`config.mk`:
```
export PLATFORM = sky130hd
export DESIGN_NAME = ibuf_issue_unpack
export DESIGN_NICKNAME = d
export VERILOG_FILES = /design/src/rtl/ibuf_issue_unpack.sv
export SDC_FILE = /design/constraint.sdc
export NUM_CORES = 1
export LEC_CHECK = 0
export CAP_MARGIN = 25
export CORE_AREA = 5 5 278 280
export CTS_BUF_LIST = sky130_fd_sc_hd__clkbuf_4
export DETAILED_ROUTE_END_ITERATION = 10
export DIE_AREA = 0 0 283 285
export REMOVE_ABC_BUFFERS = 1
export SLEW_MARGIN = 5
export SYNTH_ARGS = -nofsm -noshare
export SYNTH_HDL_FRONTEND = slang
export SYNTH_SLANG_ARGS = --single-unit
```
`constraint.sdc`:
```
create_clock -name i_clk -period 3.5 [get_ports i_clk]
set_input_delay 0.525 -clock i_clk [delete_from_list [all_inputs] [get_ports i_clk]]
set_output_delay 0.525 -clock i_clk [all_outputs]
set_load 0.03 [all_outputs]
```
`src/rtl/ibuf_issue_unpack.sv`:
```
// Unpacks 2-slot instruction buffer entries onto two in-order decode lanes.
// Hold registers carry the pending slots; state is the number of pending slots.
module ibuf_issue_unpack #(
  parameter int unsigned SLOT_W  = 181,
  parameter int unsigned ENTRY_W = 2 * SLOT_W
) (
  input  logic               i_clk,
  input  logic               i_rst_n,
  input  logic               i_flush,
  input  logic [ENTRY_W-1:0] i_fifo_data,
  input  logic               i_fifo_empty,
  output logic               o_fifo_r_en,
  output logic               o_lane0_valid,
  output logic [SLOT_W-2:0]  o_lane0_data,
  output logic               o_lane1_valid,
  output logic [SLOT_W-2:0]  o_lane1_data,
  input  logic [1:0]         i_dec_accept
);

  localparam int unsigned PayW = SLOT_W - 1;

  typedef enum logic [1:0] {
    StEmpty = 2'd0,
    StOne   = 2'd1,
    StTwo   = 2'd2
  } state_e;

  state_e            state_q, state_d;
  logic [PayW-1:0]   lane0_q, lane0_d;
  logic [PayW-1:0]   lane1_q, lane1_d;

  logic [1:0]        count;
  logic [1:0]        eff_acc;
  logic [1:0]        remain;
  logic              pop;

  logic [SLOT_W-1:0] slot0;
  logic [SLOT_W-1:0] slot1;
  logic              slot0_v;
  logic              slot1_v;

  assign slot0   = i_fifo_data[SLOT_W-1:0];
  assign slot1   = i_fifo_data[ENTRY_W-1:SLOT_W];
  assign slot0_v = slot0[SLOT_W-1];
  assign slot1_v = slot1[SLOT_W-1];

  assign count   = (state_q == StTwo) ? 2'd2 : (state_q == StOne) ? 2'd1 : 2'd0;
  // Decode may claim more than is pending; clamp so the count never underflows.
  assign eff_acc = (i_dec_accept > count) ? count : i_dec_accept;
  assign remain  = count - eff_acc;

  // Gated by reset so an asserted reset never consumes the FIFO head.
  assign pop         = i_rst_n && !i_fifo_empty && !i_flush && (remain == 2'd0);
  assign o_fifo_r_en = pop;

  always_comb begin
    state_d = state_q;
    lane0_d = lane0_q;
    lane1_d = lane1_q;
    if (i_flush) begin
      state_d = StEmpty;
      lane0_d = '0;
      lane1_d = '0;
    end else if (pop) begin
      if (slot0_v && slot1_v) begin
        state_d = StTwo;
        lane0_d = slot0[PayW-1:0];
        lane1_d = slot1[PayW-1:0];
      end else if (slot0_v) begin
        state_d = StOne;
        lane0_d = slot0[PayW-1:0];
        lane1_d = '0;
      end else if (slot1_v) begin
        state_d = StOne;
        lane0_d = slot1[PayW-1:0];
        lane1_d = '0;
      end else begin
        state_d = StEmpty;
        lane0_d = '0;
        lane1_d = '0;
      end
    end else if (remain == 2'd0) begin
      state_d = StEmpty;
      lane0_d = '0;
      lane1_d = '0;
    end else if (count == 2'd2 && eff_acc == 2'd1) begin
      state_d = StOne;
      lane0_d = lane1_q;
      lane1_d = '0;
    end
  end

  always_ff @(posedge i_clk or negedge i_rst_n) begin
    if (!i_rst_n) begin
      state_q <= StEmpty;
      lane0_q <= '0;
      lane1_q <= '0;
    end else begin
      state_q <= state_d;
      lane0_q <= lane0_d;
      lane1_q <= lane1_d;
    end
  end

  assign o_lane0_valid = (state_q == StOne) || (state_q == StTwo);
  assign o_lane1_valid = (state_q == StTwo);
  assign o_lane0_data  = o_lane0_valid ? lane0_q : '0;
  assign o_lane1_data  = o_lane1_valid ? lane1_q : '0;

endmodule

```
==> results.py <==
metrics = {
    "status": {
        "status": "complete, no violations",
    },
    "routing": {
        "drtIter0Drc": 1777,
        "ant_nets": 0,
        "wl_met3_um": 8310,
        "routed.top_layer": "met5",
        "viasPerCell": 5.61,
        "num_vias": 23606,
        "wl_met2_um": 50000,
        "routed_wl_um": 105000,
        "wl_met1_um": 42800,
        "drc": 0,
        "wl_per_cell_um": 24.9,
        "first_pass_iters": 5,
    },
    "floorplanning": {
        "dieArea_um2": 80700,
        "io_pins": 731,
        "dieHeight_um": 285,
        "start_util": 0.296,
        "die_w_um": 283,
        "row_count": 100,
        "core_um2": 74200,
    },
    "timing": {
        "setup_viol": 0,
        "maxSlewHeadroom": 0.390,
        "fin_worst_skew_ps": 53.9,
        "fin_setup_tns_ps": 0,
        "layout_setup_ws_ps": 99.6,
        "worst_pin_slew_ps": 915,
        "fmax_mhz": 294,
        "hold_violations": 0,
        "fin_crit_sh": 0.972,
        "slew_violations": 0,
        "period_minus_slack_ps": 3400,
    },
    "setup_path": {
        "rrSetupSlack_ps": 440,
        "critPathLaunchType": "register",
        "cp.required_ps": 2970,
        "worstSetupPathType": "reg -> out",
        "end_kind": "output pin",
        "worstPathMaxFanout": 11,
        "crit_arrival_ps": 2880,
    },
    "cts": {
        "cts_tree": "yes",
        "clock_latency_ps": 870,
        "cts_root_buf": "clkbuf_4",
        "numCtsBuffers": 106,
        "h-tree-depth": 3,
        "clkTransAtPathRegs_ps": 70,
        "clk_path_buf_depth": 3,
        "cts_sinks": 362,
    },
    "global_routing": {
        "grt_usage": 0.245,
        "grt_first_pass_wirelength_um": 155000,
        "grt_overflow": 0,
        "grt_pass1_vias": 23336,
        "grt_max_degree": 133,
        "grt_antenna_before_repair": 20,
    },
    "power": {
        "leakage_uw": 0.0131,
        "switching_share": 0.336,
        "seqPwrFrac": 0.397,
        "clkPwrFrac": 0.381,
        "intPower_uw": 7240,
        "p_per_area_nw_per_um2": 343,
        "switchingPower_uw": 3660,
        "max-vdd-ir-drop_mv": 0.209,
        "power_frac_comb": 0.222,
    },
    "synthesis": {
        "yosys-top-cells-area": "dfrtp_1 (41%), o21ai_0 (8.2%), or4bb_1 (7.5%)",
        "yosysSeqAreaShare": 0.413,
        "synth_area_leader_cell": "dfrtp_1",
        "async_flop_share": 1.00,
        "synth_flop_cell": "dfrtp_1",
        "yosys_warnings": 0,
        "synthMuxAreaShare": 0.000456,
        "syn_inst": 2520,
        "netlist.area_leader.share": 0.413,
        "ys_ff_latch": 362,
        "synthSimpleGateAreaFrac": 0.219,
        "synthAdderAreaFrac": 0.00399,
        "synth_top_family_by_area": "compound AO/OA/AOI/OAI gates",
        "synth_compound_area_frac": 0.272,
        "synth_area_um2": 21900,
        "synth_edf_count": 0,
        "synth_cell_types": 32,
        "synth_xor_area_frac": 0.000798,
        "synth_area_per_cell_um2": 8.71,
    },
    "placement": {
        "place_hpwl_um": 65900,
        "placed_area_um2": 30300,
        "gp_congestion": 0.830,
        "numPortBuffers": 730,
        "post-place-ws_ps": 289,
    },
    "flow_run": {
        "max_cap_violations": 0,
    },
    "final_layout": {
        "drive_gt1_frac": 0.0848,
        "fin_util": 0.429,
        "layout-area-overhead-vs-synth_pct": 45.1,
        "final_common_cell": "clkdlybuf4s50_1",
        "final_cell_mix": "clkdlybuf4s50_1 (620), dfrtp_1 (362), o21ai_0 (360)",
        "fin_area_um2": 31800,
        "final_nets": 3504,
    },
    "hold_path": {
        "hp-class": "in -> async",
    },
}
Yosys cell counts (7+ instances only):
| library cell | n |
|---|---|
| buf_2 | 22 |
| buf_6 | 10 |
| or4bb_1 | 147 |
| nand3_1 | 181 |
| nand4bb_1 | 33 |
| buf_1 | 19 |
| ha_1 | 7 |
| inv_1 | 188 |
| a22o_1 | 181 |
| clkbuf_1 | 265 |
| and2_1 | 180 |
| a21oi_1 | 182 |
| o221ai_1 | 180 |
| nor2_1 | 183 |
| o21ai_0 | 360 |
| dfrtp_1 | 362 |
sequential cells by signal, indices dropped and copies added, names as in the netlist:
register  cells
lane1_q     180
state_q       2
lane0_q     180
critical path, cell delays in order, from the launching register on:
cell             delay (ps)
dfrtp_1                 410
inv_1                   100
ha_4                    220
buf_8                   170
buf_16                  180
nor2_1                  240
clkdlybuf4s50_1         730
cells by family (layout without fill, tap and decap cells):
kind of cell             count (synthesis)  in the layout
AO/OA/AOI/OAI                          912            913
AND/OR/NAND/NOR                        732            732
buffers and inverters                  504           1203
flip-flops                             362            362
adder cells (fa/ha/maj)                  7              7
XOR/XNOR                                 2              2
multiplexers                             1              1
other                                    0             20
what timing repair did:
item / CTS / global route
buffers inserted: 4 / 1
cloned: 2 / 0
endpoints found under the setup margin: 353 / 54
hold endpoints to repair: 199 / 0
pin swaps: 2 / 0
gates resized for setup: 83 / 29
hold buffers: 2 / 0
per-stage QoR:
| step | instances | hold slack (ps) | total power (uW) |
|---|---|---|---|
| final | 4209 | 125 | 10900 |
| after global routing | 4206 | 39.7 | 11400 |
| after detailed placement | 3981 | 377 | 6740 |
| after floorplan | 2204 | 229 | 5260 |
| after global placement | 3981 | 379 | 6730 |
| after CTS | 4188 | 3.71 | 11000 |
per-layer routing:
layer,global-route usage,vias to the layer above
li1,-,10508
met5,0,-
met3,0.0620,189
met2,0.405,1107
met4,0.0877,4
met1,0.312,11798
power groups by stage:
stage,Clock [uW],Combinational [uW],Sequential (uW)
after floorplan,0,864,4390
after global placement,0,2330,4400
after detailed placement,0,2340,4400
after CTS,4310,2410,4330
after global routing,4520,2560,4330
final,4160,2420,4330
area by class of cell:
type | instances | area (um2)
flip-flops and latches | 362 | 9060
diodes | 20 | 50.0
repair buffers | 816 | 8450
inverters | 188 | 706
clock buffers | 161 | 1210
clock inverters | 38 | 166
multi-input cells | 1655 | 11000
well taps | 969 | 1210
fillers | 7466 | 42400
path summary, 6_finish.rpt:
kind                                          from                  endpoint  cells after the start
hold / removal                             i_rst_n  lane1_q[176]$_DFFE_PN0P_                      2
setup reg to reg            state_q[0]$_DFFE_PN0P_  lane1_q[107]$_DFFE_PN0P_                     10
min in group i_clk                i_fifo_data[252]   lane1_q[71]$_DFFE_PN0P_                      2
hold reg to reg            lane1_q[73]$_DFFE_PN0P_   lane1_q[73]$_DFFE_PN0P_                      1
setup / recovery            state_q[0]$_DFFE_PN0P_          o_lane0_data[25]                      6
max in group asynchronous                  i_rst_n  lane0_q[124]$_DFFE_PN0P_                      4
No activity file was read; power rests on OpenSTA's default activity.
